[src/rtl/alu_mc.sv]
`default_nettype none
// +------------------------------------------------------------------+
// | alu_mc : multi-cycle ALU, single-cycle logic/arith, iterative    |
// |          unsigned MUL (shift-add) and DIV (restoring).  rev 1.0  |
// +------------------------------------------------------------------+
module alu_mc #(
  parameter int N = 32
) (
  input  logic         clk,
  input  logic         rst_n,
  input  logic         start,
  input  logic [2:0]   opcode,
  input  logic [N-1:0] operandA,
  input  logic [N-1:0] operandB,
  output logic         busy,
  output logic         done,
  output logic [N-1:0] result,
  output logic         C_Flag,
  output logic         O_Flag,
  output logic         N_Flag,
  output logic         Z_Flag
);

  localparam int LW = $clog2(N);

  typedef enum logic [0:0] {
    S_IDLE = 1'b0,
    S_ITER = 1'b1
  } state_t;

  state_t         r_state, w_state_nxt;
  logic [LW-1:0]  r_cnt;
  logic           r_is_div;
  logic [N-1:0]   r_a, r_b;
  logic [2*N-1:0] r_p;
  logic [N-1:0]   r_res;
  logic           r_done, r_c, r_o, r_n, r_z;

  logic           w_accept, w_iter_op, w_last;
  logic [N:0]     w_add, w_sub, w_shl;
  logic [N-1:0]   w_res_s;
  logic           w_c_s, w_o_s;
  logic [N:0]     w_msum, w_rsh, w_rdiff;
  logic [2*N-1:0] w_mul_nxt, w_div_nxt, w_p_nxt;
  logic [N-1:0]   w_fin_res;
  logic           w_fin_c, w_fin_o;

  assign w_accept  = start && (r_state == S_IDLE);
  assign w_iter_op = (opcode[2:1] == 2'b11);
  assign w_last    = (r_cnt == LW'(N-1));

  assign w_add = {1'b0, operandA} + {1'b0, operandB};
  assign w_sub = {1'b0, operandA} - {1'b0, operandB};
  // One extra bit on top catches the last bit shifted out.
  assign w_shl = {1'b0, operandA} << operandB[LW-1:0];

  always_comb begin
    w_res_s = '0;
    w_c_s   = 1'b0;
    w_o_s   = 1'b0;
    case (opcode)
      3'b000: begin
        w_res_s = w_add[N-1:0];
        w_c_s   = w_add[N];
        w_o_s   = (operandA[N-1] == operandB[N-1]) && (w_add[N-1] != operandA[N-1]);
      end
      3'b001: begin
        w_res_s = w_sub[N-1:0];
        w_c_s   = ~w_sub[N];
        w_o_s   = (operandA[N-1] != operandB[N-1]) && (w_sub[N-1] != operandA[N-1]);
      end
      3'b010:  w_res_s = operandA & operandB;
      3'b011:  w_res_s = operandA | operandB;
      3'b100:  w_res_s = operandA ^ operandB;
      3'b101: begin
        w_res_s = w_shl[N-1:0];
        w_c_s   = w_shl[N];
      end
      default: w_res_s = '0;
    endcase
  end

  // MUL: r_p = {partial high, multiplier shifting out}; DIV: r_p = {remainder, quotient}.
  assign w_msum    = {1'b0, r_p[2*N-1:N]} + (r_p[0] ? {1'b0, r_a} : {(N+1){1'b0}});
  assign w_mul_nxt = {w_msum, r_p[N-1:1]};
  assign w_rsh     = {r_p[2*N-1:N], r_p[N-1]};
  assign w_rdiff   = w_rsh - {1'b0, r_b};
  assign w_div_nxt = w_rdiff[N] ? {w_rsh[N-1:0],   r_p[N-2:0], 1'b0}
                                : {w_rdiff[N-1:0], r_p[N-2:0], 1'b1};
  assign w_p_nxt   = r_is_div ? w_div_nxt : w_mul_nxt;

  always_comb begin
    w_fin_res = w_res_s;
    w_fin_c   = w_c_s;
    w_fin_o   = w_o_s;
    if (r_state == S_ITER) begin
      w_fin_res = w_p_nxt[N-1:0];
      w_fin_c   = r_is_div ? 1'b0 : |w_mul_nxt[2*N-1:N];
      w_fin_o   = r_is_div && (r_b == '0);
    end
  end

  always_ff @(posedge clk or negedge rst_n) begin
    if (!rst_n) r_state <= S_IDLE;
    else        r_state <= w_state_nxt;
  end

  always_comb begin
    w_state_nxt = r_state;
    case (r_state)
      S_IDLE:  if (w_accept && w_iter_op) w_state_nxt = S_ITER;
      S_ITER:  if (w_last)                w_state_nxt = S_IDLE;
      default: w_state_nxt = S_IDLE;
    endcase
  end

  always_ff @(posedge clk or negedge rst_n) begin
    if (!rst_n) begin
      r_cnt    <= '0;
      r_is_div <= 1'b0;
      r_a      <= '0;
      r_b      <= '0;
      r_p      <= '0;
      r_res    <= '0;
      r_done   <= 1'b0;
      r_c      <= 1'b0;
      r_o      <= 1'b0;
      r_n      <= 1'b0;
      r_z      <= 1'b0;
    end else begin
      r_done <= 1'b0;
      if (r_state == S_ITER) begin
        r_p   <= w_p_nxt;
        r_cnt <= r_cnt + LW'(1);
      end else if (w_accept && w_iter_op) begin
        r_cnt    <= '0;
        r_is_div <= opcode[0];
        r_a      <= operandA;
        r_b      <= operandB;
        r_p      <= {{N{1'b0}}, (opcode[0] ? operandA : operandB)};
      end
      if ((r_state == S_ITER && w_last) || (w_accept && !w_iter_op)) begin
        r_res  <= w_fin_res;
        r_c    <= w_fin_c;
        r_o    <= w_fin_o;
        r_n    <= w_fin_res[N-1];
        r_z    <= (w_fin_res == '0);
        r_done <= 1'b1;
      end
    end
  end

  assign busy   = (r_state == S_ITER);
  assign done   = r_done;
  assign result = r_res;
  assign C_Flag = r_c;
  assign O_Flag = r_o;
  assign N_Flag = r_n;
  assign Z_Flag = r_z;

endmodule
`default_nettype wire

[config.mk]
export PLATFORM = sky130hd
export DESIGN_NAME = alu_mc
export DESIGN_NICKNAME = d
export VERILOG_FILES = /design/src/rtl/alu_mc.sv
export SDC_FILE = /design/constraint.sdc
export NUM_CORES = 1
export LEC_CHECK = 0
export CAP_MARGIN = 5
export CORE_UTILIZATION = 45
export CTS_CLUSTER_DIAMETER = 80
export DETAILED_ROUTE_END_ITERATION = 10
export SYNTH_ARGS = -nofsm -noshare
export SYNTH_HDL_FRONTEND = slang
export SYNTH_SLANG_ARGS = --single-unit
[constraint.sdc]
create_clock -name clk -period 11.3 [get_ports clk]
set_clock_uncertainty 0.15 [all_clocks]
set_input_delay 1.695 -clock clk [delete_from_list [all_inputs] [get_ports clk]]
set_output_delay 1.695 -clock clk [all_outputs]
set_load 0.005 [all_outputs]
==> results of run 1 <==
## power by group through the flow
stage | logic (mW) | registers (mW) | clock network [mW]
6_report | 3.83 | 1.20 | 0.635
3_3_place_gp | 3.70 | 1.20 | 0
5_1_grt | 4.15 | 1.24 | 0.663
2_1_floorplan | 2.64 | 1.08 | 0
3_5_place_dp | 3.72 | 1.20 | 0
4_1_cts | 3.75 | 1.19 | 0.644
## path summary, 6_finish.rpt
kind / from / to / slack, ps / cells past startpoint
max: operandB[3] / Z_Flag / 4260 / 15
min: result[26] / result[26] / 320 / 2
min reg2reg: result[26] / result[26] / 320 / 2
max in group asynchronous: rst_n / r_is_div / 8020 / 3
min in group asynchronous: rst_n / result[25] / 1040 / 1
max reg2reg: r_p[31] / Z_Flag / 6120 / 16
## cell type report
cell class / count / area, um2 / share of cell area, %
inverters: 147 / 551.8 / 2.548
repair buffers: 140 / 1305 / 6.026
well taps: 585 / 732.0 / 3.380
flip-flops and latches: 171 / 4282 / 19.77
clock buffers: 19 / 452.9 / 2.092
multi-input cells: 2067 / 14180 / 65.49
clock inverters: 13 / 148.9 / 0.6876
## sequential cells by signal, summed over array words and instances, names as in the netlist
register / flops
O_Flag: 1
r_p: 64
r_is_div: 1
r_a: 32
C_Flag: 1
result: 32
Z_Flag: 1
done: 1
busy: 1
r_b: 32
r_cnt: 5
## critical path: stages
cell	delay [ps]
clkdlybuf4s50_1	450
buf_4	300
inv_1	470
ha_1	620
nor4_1	500
o31ai_1	240
a21boi_0	430
o211ai_1	280
a31oi_1	550
and2_1	210
o21ai_0	280
o221ai_1	690
nor4_1	80
and4_1	220
a32o_1	250
## per-stage QoR
stage               utilization (%)  cells
floorplan                         -   2546
global placement              48.87   3110
detailed placement            48.87   3110
CTS                           50.27   3142
global route                  50.27   3142
finish                        50.27   3142
## layer usage
metal  GRT usage (%)  part of all wire (%)
met2           58.51                    44
met5               0                     0
met3           7.047                   9.1
met4           13.99                   3.5
met1           53.64                    44
## cells by family (layout without fill, tap and decap cells)
kind of cell / after synthesis / in the layout
compound gates: 845 / 845
xor+xnor: 72 / 72
fa+ha+maj: 176 / 176
buf+inv: 308 / 319
flops: 171 / 171
mux: 148 / 148
simple gates: 826 / 826
## cell usage in the layout (no fill, tap or decap), types with 28 or more instances in the layout
cell type / instances
a211oi_1: 33
a21o_1: 54
a21oi_1: 209
a221oi_1: 28
a31oi_1: 34
and2_1: 41
buf_4: 34
clkdlybuf4s50_1: 102
dfrtp_1: 169
ha_1: 172
inv_1: 140
mux2_2: 33
mux2i_1: 85
mux4_2: 30
nand2_1: 300
nand3_1: 49
nor2_1: 205
nor3_1: 48
o21ai_0: 227
o31ai_1: 31
xnor2_1: 47
==> results.sh, run 1 <==
export IMPL_comb_power_share_pct=67.5
export IMPL_start_util_pct=45.59
export IMPL_yosys_area_share_simple_pct=19.84
export IMPL_ys_warn_count=0
export IMPL_clk_pin_slew_ps=70
export IMPL_rows=76
export IMPL_power_mw=5.667
export IMPL_slew_headroom_pct=18.31
export IMPL_post_cts_resized=0
export IMPL_swShare_pct=51.79
export IMPL_routed_via_count=20620
export IMPL_port_buffers=107
export IMPL_cp_required_ps=11540
export IMPL_hold_class="register to register"
export IMPL_cts_buffers_inserted=17
export IMPL_ctsLongestPathBuffers=2
export IMPL_wl_per_cell_um=27.06
export IMPL_final_max_slew_violation_count=0
export IMPL_tns_ps=0
export IMPL_ant_nets=0
export IMPL_cts_sinks=171
export IMPL_dr_pass1_iters=5
export IMPL_critPathCaptureType="register"
export IMPL_synthDistinctLibCells=87
export IMPL_synthMuxAreaShare_pct=9.665
export IMPL_startpoint_type="input pin"
export IMPL_routed_wl_um=85030
export IMPL_synth_fa_ha_area_share_pct=11.37
export IMPL_fp_dieW_um=210.9
export IMPL_syn_nets=2792
export IMPL_syn_area_per_cell_um2=7.714
export IMPL_synth_top_area_share_pct=21.79
export IMPL_grt_pass1_wl_um=126400
export IMPL_cts_hold_buffers=0
export IMPL_synth_area_mm2=0.01964
export IMPL_antenna_cells=0
export IMPL_seq_area_frac_synth_pct=21.79
export IMPL_synth_largest_area_cell="dfrtp_1"
export IMPL_insertion_delay_ps=510
export IMPL_path_max_fanout=27
export IMPL_fill_cells=4323
export IMPL_async_flop_share_pct=100.0
export IMPL_worstMarginPinSlew_ps=1213
export IMPL_yosysMostFrequentCell="nand2_1"
export IMPL_cellLeakagePower_nw=9.468
export IMPL_htree_levels=4
export IMPL_finalCriticalPeriod_ps=7044
export IMPL_cp_arrival_ps=7280
export IMPL_ir_drop_uv=136.4
export IMPL_cts_tree="built"
export IMPL_synth_top_family_by_area="compound AO/OA/AOI/OAI gates"
export IMPL_hold_slack_ps=322.0
export IMPL_setup_ws_ps=4256
export IMPL_dieArea_mm2=0.04448
export IMPL_report_final_setup_viol=0
export IMPL_fmax_mhz=142.0
export IMPL_core_area_mm2=0.04308
export IMPL_pwr_share_clk_pct=11.2
export IMPL_synth_seq_cells=171
export IMPL_die_y_um=210.9
export IMPL_status="complete, no violations"
export IMPL_pre_cts_ws_ps=4053
export IMPL_final_cell_area_mm2=0.02165
export IMPL_track_usage_pct=38.28
export IMPL_synth_edf_count=0
export IMPL_vias_per_cell=6.564
export IMPL_dpl_hpwl_um=65170
export IMPL_synth_compound_area_share_pct=27.87
export IMPL_final_hold_viol_count=0
export IMPL_critPathKind="input pin to register"
export IMPL_rsz0062_at_grt="no"
export IMPL_place_area_mm2=0.02105
export IMPL_synth_common_cells="nand2_1, o21ai_0, a21oi_1"
export IMPL_route_detailed_drc=0
export IMPL_fin_nets=2790
export IMPL_finalWeightedCongestion=1.011
export IMPL_cts_root_buf="clkbuf_16"
export IMPL_grt_max_degree=131
export IMPL_synthCells=2546
export IMPL_area_delta_synth_final_pct=10.26
export IMPL_intPower_mw=2.732
export IMPL_synth_xor_xnor_area_share_pct=3.211
export IMPL_postCtsSetupBuffers=0
export IMPL_antenna_found_initial=1
export IMPL_fin_crit_sh_pct=62.34
export IMPL_synth_area_leaders="dfrtp_1, ha_1, o21ai_0"
export IMPL_pwr_share_seq_pct=21.3
export IMPL_switching_power_mw=2.935
export IMPL_grt_overflow=0
export IMPL_power_density_mw_per_mm2=261.7
export IMPL_synth_top_flop_cell="dfrtp_1"
export IMPL_cap_violations=0
export IMPL_first_global_vias=19390
export IMPL_ios=108
export IMPL_drt_iter0_drc=2686
export IMPL_drive_gt1_share_pct=6.961
No activity file was read; power rests on OpenSTA's default activity.
==> inputs of run 2 (changes only) <==
- PLACE_DENSITY: not set -> 0.65
- clock period: 11.3 -> 6.2 ns (I/O delays scaled with it)
==> results.sh, run 2 (same netlist as run 1, synthesis figures left out) <==
export IMPL_status="complete, but fails checks"
export IMPL_violations="capacitance limit, slew limit"
export IMPL_htree_levels=4
export IMPL_switching_power_mw=5.499
export IMPL_dieArea_mm2=0.04448
export IMPL_regArea_mm2=0.004282
export IMPL_rows=76
export IMPL_die_y_um=210.9
export IMPL_fp_dieW_um=210.9
export IMPL_cp_required_ps=6460
export IMPL_drive_gt1_share_pct=9.471
export IMPL_clk_pin_slew_ps=80
export IMPL_fmax_mhz=188.5
export IMPL_port_buffers=107
export IMPL_critPathKind="input pin to register"
export IMPL_intPower_mw=5.179
export IMPL_antenna_found_initial=2
export IMPL_startpoint_type="input pin"
export IMPL_path_cells="clkdlybuf4s50_1, inv_1, ha_1, clkinv_1, o21ai_0, a21o_1, o2111ai_1, buf_4, a2111o_1, o2111ai_1, o21ai_0, o221ai_1, nor4_1, and4_1, a32o_1"
export IMPL_route_detailed_drc=0
export IMPL_final_hold_viol_count=0
export IMPL_grt_pass1_wl_um=130700
export IMPL_track_usage_pct=40.21
export IMPL_core_area_mm2=0.04308
export IMPL_routed_wl_um=89450
export IMPL_cellLeakagePower_nw=9.840
export IMPL_final_cell_area_mm2=0.02224
export IMPL_grt_overflow=0
export IMPL_area_delta_synth_final_pct=13.26
export IMPL_first_global_vias=19840
export IMPL_report_final_setup_viol=0
export IMPL_power_density_mw_per_mm2=480.1
export IMPL_largest_reg_flops=64
export IMPL_hold_class="input pin to async pin"
export IMPL_rsz0062_at_grt="no"
export IMPL_finalCriticalPeriod_ps=5304
export IMPL_path_buf_inv=4
export IMPL_drt_iter0_drc=2351
export IMPL_fin_crit_sh_pct=85.55
export IMPL_multi_input_area_mm2=0.01418
export IMPL_start_util_pct=45.59
export IMPL_cp_arrival_ps=5560
export IMPL_dpl_hpwl_um=70000
export IMPL_pwr_share_seq_pct=20.6
export IMPL_dr_pass1_iters=8
export IMPL_slowest_stage="ha_1"
export IMPL_critPathCaptureType="register"
export IMPL_ctsLongestPathBuffers=2
export IMPL_cap_violations=1
export IMPL_fin_nets=2862
export IMPL_ant_nets=0
export IMPL_path_delay_family="compound AO/OA/AOI/OAI gates"
export IMPL_cts_root_buf="clkbuf_16"
export IMPL_cts_buffers_inserted=17
export IMPL_critPathMaxStageDelay_ps=600
export IMPL_routed_via_count=21060
export IMPL_mostFrequentLayoutCell="nand2_1"
export IMPL_ir_drop_uv=676.5
export IMPL_pwr_share_clk_pct=11.6
export IMPL_cts_hold_buffers=0
export IMPL_final_cell_mix="nand2_1, o21ai_0, a21oi_1, nor2_1, ha_1"
export IMPL_slew_headroom_pct=-1.749
export IMPL_grt_max_degree=86
export IMPL_vias_per_cell=6.550
export IMPL_final_max_slew_violation_count=2
export IMPL_fill_cells=4230
export IMPL_post_cts_resized=0
export IMPL_insertion_delay_ps=520
export IMPL_postCtsSetupBuffers=0
export IMPL_path_max_fanout=13
export IMPL_place_area_mm2=0.02161
export IMPL_tns_ps=0
export IMPL_cts_tree="built"
export IMPL_cts_sinks=171
export IMPL_swShare_pct=51.50
export IMPL_comb_power_share_pct=67.8
export IMPL_worstMarginPinSlew_ps=1512
export IMPL_post_route_util_pct=51.64
export IMPL_finalWeightedCongestion=1.037
export IMPL_top_register="r_p"
export IMPL_ios=108
export IMPL_wl_per_cell_um=27.82
## run 2: changes by cell type in the layout (fill, tap and decap cells not counted), sizes merged
cell and delta:
buf +72, bufinv +3, clkinvlp -3, clkinv +2, clkbuf -1, diode +1, inv -1
## run 2: stage by stage
step                worst slack, ps  hold WS, ps  power [mW]  cells
floorplan                      1299        292.4       6.787   2546
global placement              481.6        304.9       9.141   3182
detailed placement            496.1        312.0       9.216   3182
CTS                            1002        311.3       10.51   3214
global route                  691.9        335.3       11.37   3214
finish                        895.8        268.3       10.68   3215
## run 2: final timing paths
| kind | to | slack [ps] | start | depth (start not counted) |
|---|---|---|---|---|
| worst min-delay path | r_cnt[0] | 270 | rst_n | 1 |
| min in group clk | result[3] | 330 | result[3] | 2 |
| max in group asynchronous | r_is_div | 4360 | rst_n | 2 |
| worst max-delay path | Z_Flag | 900 | operandA[10] | 15 |
| worst min register to register | result[3] | 330 | result[3] | 2 |
| worst max register to register | Z_Flag | 1160 | r_p[31] | 15 |
## run 2: power by group through the flow
stage          Combinational, mW  Sequential (mW)  Clock (mW)
2_1_floorplan               4.82             1.97           0
4_1_cts                     7.08             2.18        1.26
3_5_place_dp                7.02             2.20           0
3_3_place_gp                6.96             2.18           0
6_report                    7.24             2.20        1.24
5_1_grt                     7.82             2.25        1.29
## run 2: layout make-up
class / count / share of cell area [%]
multi-input combinational: 2067 / 63.76
timing repair buffer: 212 / 8.353
sequential: 171 / 19.25
tap: 585 / 3.291
clock buffer: 18 / 1.929
antenna: 1 / 0.01125
clock inverter: 14 / 0.9225
inverter: 147 / 2.481
## run 2: layer usage
metal	part of all wire [%]	global-route usage, %
met5	0	0
met1	42	55.55
met3	11	9.753
met4	4.3	17.32
met2	42	59.45
